--- config.mk ---
export PLATFORM = sky130hd
export DESIGN_NAME = mem_bus_master
export DESIGN_NICKNAME = d
export VERILOG_FILES = /design/src/rtl/mem_bus_master_pkg.sv /design/src/rtl/mem_bus_master_rr_arbiter.sv /design/src/rtl/mem_bus_master.sv
export SDC_FILE = /design/constraint.sdc
export NUM_CORES = 1
export LEC_CHECK = 0
export BUFFER_PORTS_ARGS = -buffer_cell sky130_fd_sc_hd__buf_2
export CORE_AREA = 8 8 207 209
export CTS_BUF_LIST = sky130_fd_sc_hd__clkbuf_8 sky130_fd_sc_hd__clkbuf_16
export DETAILED_ROUTE_END_ITERATION = 7
export DIE_AREA = 0 0 215 217
export PLACE_DENSITY = 0.42
export RECOVER_POWER = 50
export SLEW_MARGIN = 10
export SYNTH_ARGS = -nofsm -noshare
export SYNTH_HDL_FRONTEND = slang
export SYNTH_SLANG_ARGS = --single-unit
export TNS_END_PERCENT = 100
--- constraint.sdc ---
create_clock -name clock -period 5.8 [get_ports clock]
set_input_delay 0 -clock clock [delete_from_list [all_inputs] [get_ports clock]]
set_output_delay 0 -clock clock [all_outputs]
set_load 0.03 [all_outputs]
--- src/rtl/mem_bus_master_pkg.sv ---
// Shared definitions for the processor-side memory bus initiator.
// Provides the bus command and access-size encodings, address width,
// memory tag width and the tag-table entry layout.
package mem_bus_master_pkg;

    localparam int XLEN        = 32;
    localparam int MEM_LATENCY = 10;
    localparam int MEM_TAG_W   = 4;

    // Width of the client id stored per tag; covers up to 4 clients.
    localparam int CLIENT_ID_W = 2;

    typedef enum logic [1:0] {
        BUS_NONE  = 2'h0,
        BUS_LOAD  = 2'h1,
        BUS_STORE = 2'h2
    } BUS_COMMAND;

    typedef enum logic [1:0] {
        BYTE   = 2'h0,
        HALF   = 2'h1,
        WORD   = 2'h2,
        DOUBLE = 2'h3
    } MEM_SIZE;

    typedef struct packed {
        logic                   valid;
        logic [CLIENT_ID_W-1:0] client;
    } MEM_TAG_ENTRY;

endpackage

--- src/rtl/mem_bus_master_rr_arbiter.sv ---
// Round-robin arbiter with a registered priority pointer.
// Ports:
//   clock, reset   - clock and asynchronous active-low reset
//   request [N]    - request lines
//   advance        - the current grant was consumed; move the pointer past it
//   grant [N]      - one-hot grant, combinational
module rr_arbiter #(
    parameter int N = 3
) (
    input  logic         clock,
    input  logic         reset,
    input  logic [N-1:0] request,
    input  logic         advance,
    output logic [N-1:0] grant
);

    localparam int PW = (N > 1) ? $clog2(N) : 1;

    logic [PW-1:0] ptr;
    logic [PW-1:0] next_ptr;
    logic [PW-1:0] idx;
    logic          found;

    // Scan from the pointer upward (wrapping); first requester wins.
    always_comb begin
        grant    = '0;
        next_ptr = ptr;
        idx      = '0;
        found    = 1'b0;
        for (int k = 0; k < N; k++) begin
            idx = PW'((int'(ptr) + k) % N);
            if (!found && request[idx]) begin
                found       = 1'b1;
                grant[idx]  = 1'b1;
                next_ptr    = PW'((int'(ptr) + k + 1) % N);
            end
        end
    end

    // Pointer only moves when the winner is actually taken, so a
    // rejected client keeps its priority.
    always_ff @(posedge clock or negedge reset) begin
        if (!reset) begin
            ptr <= '0;
        end else if (advance && found) begin
            ptr <= next_ptr;
        end
    end

endmodule

--- src/rtl/mem_bus_master.sv ---
// Processor-side initiator for the unified memory bus.
// Arbitrates client load/store requests onto one proc2mem port, records the
// tag memory assigns to each accepted load, and routes tagged returns back
// to the issuing client.
// Ports:
//   clock, reset                 - clock, asynchronous active-low reset
//   req_valid/command/addr/data/size [NUM_CLIENTS] - client requests
//   req_ready [NUM_CLIENTS]      - request accepted this cycle (combinational)
//   resp_valid [NUM_CLIENTS], resp_data - registered load return
//   proc2mem_command/addr/data/size - bus request (combinational)
//   mem2proc_response            - tag for this cycle's request, 0 = rejected
//   mem2proc_data, mem2proc_tag  - load return, tag 0 = nothing
//   bad_tag                      - registered pulse on return of an unknown tag
module mem_bus_master
    import mem_bus_master_pkg::*;
#(
    parameter int NUM_CLIENTS     = 3,
    parameter int MAX_OUTSTANDING = 8
) (
    input  logic                               clock,
    input  logic                               reset,
    input  logic [NUM_CLIENTS-1:0]             req_valid,
    input  logic [NUM_CLIENTS-1:0][1:0]        req_command,
    input  logic [NUM_CLIENTS-1:0][XLEN-1:0]   req_addr,
    input  logic [NUM_CLIENTS-1:0][63:0]       req_data,
    input  logic [NUM_CLIENTS-1:0][1:0]        req_size,
    output logic [NUM_CLIENTS-1:0]             req_ready,
    output logic [NUM_CLIENTS-1:0]             resp_valid,
    output logic [63:0]                        resp_data,
    output logic [1:0]                         proc2mem_command,
    output logic [XLEN-1:0]                    proc2mem_addr,
    output logic [63:0]                        proc2mem_data,
    output logic [1:0]                         proc2mem_size,
    input  logic [MEM_TAG_W-1:0]               mem2proc_response,
    input  logic [63:0]                        mem2proc_data,
    input  logic [MEM_TAG_W-1:0]               mem2proc_tag,
    output logic                               bad_tag
);

    localparam int         TAG_ENTRIES = 2 ** MEM_TAG_W;
    localparam logic [3:0] MAX_CNT     = 4'(MAX_OUTSTANDING);

    MEM_TAG_ENTRY [TAG_ENTRIES-1:0] tag_table;
    logic [3:0]                     count;

    logic [NUM_CLIENTS-1:0]  eligible;
    logic [NUM_CLIENTS-1:0]  grant;
    logic [CLIENT_ID_W-1:0]  win_id;
    logic                    win_load;
    logic                    accept;
    logic                    alloc;
    logic                    at_limit;
    MEM_TAG_ENTRY            ret_entry;
    logic                    ret_hit;
    logic [NUM_CLIENTS-1:0]  ret_onehot;

    assign at_limit = (count >= MAX_CNT);

    // Loads are held back at the in-flight limit; stores never are.
    always_comb begin
        eligible = '0;
        for (int i = 0; i < NUM_CLIENTS; i++) begin
            eligible[i] = req_valid[i] &&
                          ((req_command[i] == BUS_STORE) ||
                           ((req_command[i] == BUS_LOAD) && !at_limit));
        end
    end

    rr_arbiter #(.N(NUM_CLIENTS)) u_arb (
        .clock   (clock),
        .reset   (reset),
        .request (eligible),
        .advance (accept),
        .grant   (grant)
    );

    // Winner mux onto the bus; idle bus is BUS_NONE with zeroed fields.
    always_comb begin
        proc2mem_command = BUS_NONE;
        proc2mem_addr    = '0;
        proc2mem_data    = '0;
        proc2mem_size    = '0;
        win_id           = '0;
        win_load         = 1'b0;
        for (int i = 0; i < NUM_CLIENTS; i++) begin
            if (grant[i]) begin
                proc2mem_command = req_command[i];
                proc2mem_addr    = req_addr[i];
                proc2mem_data    = req_data[i];
                proc2mem_size    = req_size[i];
                win_id           = CLIENT_ID_W'(i);
                win_load         = (req_command[i] == BUS_LOAD);
            end
        end
    end

    assign accept    = (|grant) && (mem2proc_response != '0);
    assign alloc     = accept && win_load;
    assign req_ready = accept ? grant : '0;

    assign ret_entry = tag_table[mem2proc_tag];
    assign ret_hit   = (mem2proc_tag != '0) && ret_entry.valid;

    always_comb begin
        ret_onehot = '0;
        for (int i = 0; i < NUM_CLIENTS; i++) begin
            ret_onehot[i] = ret_hit && (ret_entry.client == CLIENT_ID_W'(i));
        end
    end

    // The allocation write comes after the retire clear, so when one tag
    // is retired and reassigned in the same cycle the new owner survives.
    always_ff @(posedge clock or negedge reset) begin
        if (!reset) begin
            tag_table  <= '0;
            count      <= '0;
            resp_valid <= '0;
            resp_data  <= '0;
            bad_tag    <= 1'b0;
        end else begin
            if (ret_hit) begin
                tag_table[mem2proc_tag].valid <= 1'b0;
            end
            if (alloc) begin
                tag_table[mem2proc_response] <= '{valid: 1'b1, client: win_id};
            end
            count      <= count + {3'b0, alloc} - {3'b0, ret_hit};
            resp_valid <= ret_onehot;
            if (ret_hit) begin
                resp_data <= mem2proc_data;
            end
            bad_tag    <= (mem2proc_tag != '0) && !ret_entry.valid;
        end
    end

endmodule

==> metrics.txt <==
DRC violations left 0; Num CTS Buffers 17; Sum Neg Setup Slack 0 ns; share of async-settable or async-resettable flops after synthesis 100%; Setup Skew 0.0169 ns; met3 Use GR 5.91%; layout cells sized above 1 38.5%; post-CTS setup buffers 0; area growth from synthesis to layout 58.1%; Yosys top cell by area dfrtp_1; Slew @ Worst Pin 3.62 ns; top post-synthesis cells by area dfrtp_1 40%, a221oi_1 12%, nor2_1 11%, nand2_1 10%, mux4_2 4.4%; Syn Nets 1301; Rel. slew slack -142%; Synth Register Bits 122; Mean Syn Cell Area 8.40 µm²; number of max-slew violations in the final report 134; Final period util 84.2%; first-pass GRT wire length 67.8 mm; min Tclk post-route 4.88 ns; synth cell count leaders 218 x nor2_1, 214 x nand2_1, 122 x dfrtp_1; Post-synth top flop dfrtp_1; gr usage total 19.5%; RSZ-0062 raised after global routing no; FP Rows 73; register area share after synthesis 39.8%; CP Capture Type output port; WP data required 5.80 ns; Nets 1874; core box area 39500 µm²; Post-synth EDFFs 0; status complete, but fails checks; Worst Setup Start Kind flip-flop; largest net degree at the start of global routing 100; HPWL Detailed 40.0 mm; Worst-Skew Late Latency 0.42 ns; Routed Wire Length 48.4 mm; initial antenna violation count 29; setup violators final 0; synth unique cells 52; port bufs 547; Die H 217 µm; pwr dens 601 nW/µm²; most frequent cell after synthesis nor2_1; register area 3050 µm²; Gate Count Post-Synth 912; WS Path Type flip-flop to output port; GRT busiest layer met2; Post-DRT Antenna Nets 0; Worst Hold Class input pin to flip-flop; Power Total 7.29 mW; post-CTS sizing 0; clock sinks 122; Pre-Repair DR Iteration Count 5; Initial Util 19.4%; Clock Tree Buf Depth 2; GR Util met2 31.6%; worst vdd ir 316 µV; fmax 205 MHz; Via Count 9385; Clk pin slew, worst setup/hold paths 0.06 ns; fillers 4323; Yosys warnings 0; CP arrival 4.88 ns; number of global-route vias before repair 9459; synthesized cell area 7660 µm²; Ports 548; worst-path fanout max 99; Final Hold Violating Endpoints 0; max_cap viols 2; clock root buffer clkbuf_16; register-to-register setup slack 1.25 ns; Avg Vias per Cell 4.61; total global routing overflow 0; DRT iter0 DRCs 807; DIE AREA 46700 µm²; failing checks max-capacitance violations, max-slew violations; leakage dissipation 6.32 nW; level count of the clock H-tree 4; CTS tree yes; share of the synthesized area in the top cell type 39.8%; area occupied by multi-input gates 4280 µm²; wire per inst 23.8 µm; routability cong. 0.931; M1 GR Usage 25.5%; Die Width 215 µm
sequential cells by signal, indices dropped and copies added (netlist names):
signal and flops:
bad_tag 1, count 4, resp_data 64, resp_valid 3, tag_table 48, u_arb.ptr 2
stage by stage:
step                util [%]  hold WS [ns]  setup slack, ns  instance area [µm²]  cells
finish                  30.7        0.0306            0.916                12100   2034
global route            30.7        0.0438            0.489                12100   2028
CTS                     30.9       0.00907            0.853                12200   2023
detailed placement      27.7         0.173             1.31                10900   1926
global placement        27.7         0.177             1.31                10900   1926
floorplan                  -        -0.296             1.83                 7660    912
critical path, cell delays in order (launching register included):
cell and delay [ns]:
dfrtp_1 0.41, ha_1 0.15, or3b_1 0.48, a21o_1 0.28
nor4_1 0.42, a21oi_2 0.15, o22ai_4 0.30, buf_4 0.82
nor2_4 0.10, buf_4 0.38, a221oi_1 0.54, nor2_1 0.08
buf_2 0.21
report_power, final:
group | switching, mW | leakage [nW] | internal (mW)
logic | 3.45 | 4.44 | 1.35
clock network | 0.420 | 0.297 | 0.685
registers | 0.181 | 1.58 | 1.20
total | 4.05 | 6.32 | 3.23
cell families after synthesis:
group | Yosys count | synth area share, %
buf+inv | 90 | 4.70
xor+xnor | 2 | 0.229
simple gates | 473 | 24.9
fa+ha+maj | 12 | 2.06
mux | 47 | 9.09
flops | 122 | 39.8
compound gates | 166 | 19.2
per-layer routing:
layer,wire [µm],vias up
met5,49,-
met4,1100,8
met3,4090,67
met2,22200,483
met1,20900,4459
li1,-,4368
timing repair:
item                                    CTS  global route
endpoints found under the setup margin    0             0
hold buffers                             65             0
endpoints found under the hold margin   128             0
cells in the final DEF (no fill, tap or decap), drive strengths merged, types with 2 or more instances in the layout:
cell,n
a2111oi,2
a211oi,3
a21o,5
a21oi,8
a221oi,101
a31oi,2
and3b,2
and4bb,2
buf,490
bufinv,3
clkbuf,88
clkinv,5
clkinvlp,2
dfrtp,122
diode,11
dlygate4sd3,65
ha,11
inv,23
mux2,31
mux4,15
nand2,214
nand2b,9
nand3,3
nor2,218
nor3,9
nor3b,3
nor4,4
o211ai,15
o21ai,20
o22ai,2
or2,4
or3,2
xnor2,2
area by class of cell:
cell class,instances,area share [%]
clock inverter,15,1.55
sequential,122,25.2
clock buffer,17,3.51
inverter,18,0.558
timing repair buffer,626,28.2
multi-input combinational,700,35.3
antenna,11,0.227
tap,525,5.42
worst paths after layout:
| check | cells past startpoint | end | startpoint |
|---|---|---|---|
| max in group asynchronous | 3 | u_arb.ptr[0] | reset |
| worst min register to register | 0 | tag_table[1] | tag_table[1] |
| worst min-delay path | 4 | tag_table[38] | mem2proc_tag[2] |
| worst max register to register | 15 | count[1] | count[3] |
| worst max-delay path | 12 | proc2mem_data[26] | count[3] |
| min in group asynchronous | 2 | resp_data[43] | reset |
Power figures use the tool's default switching activity.
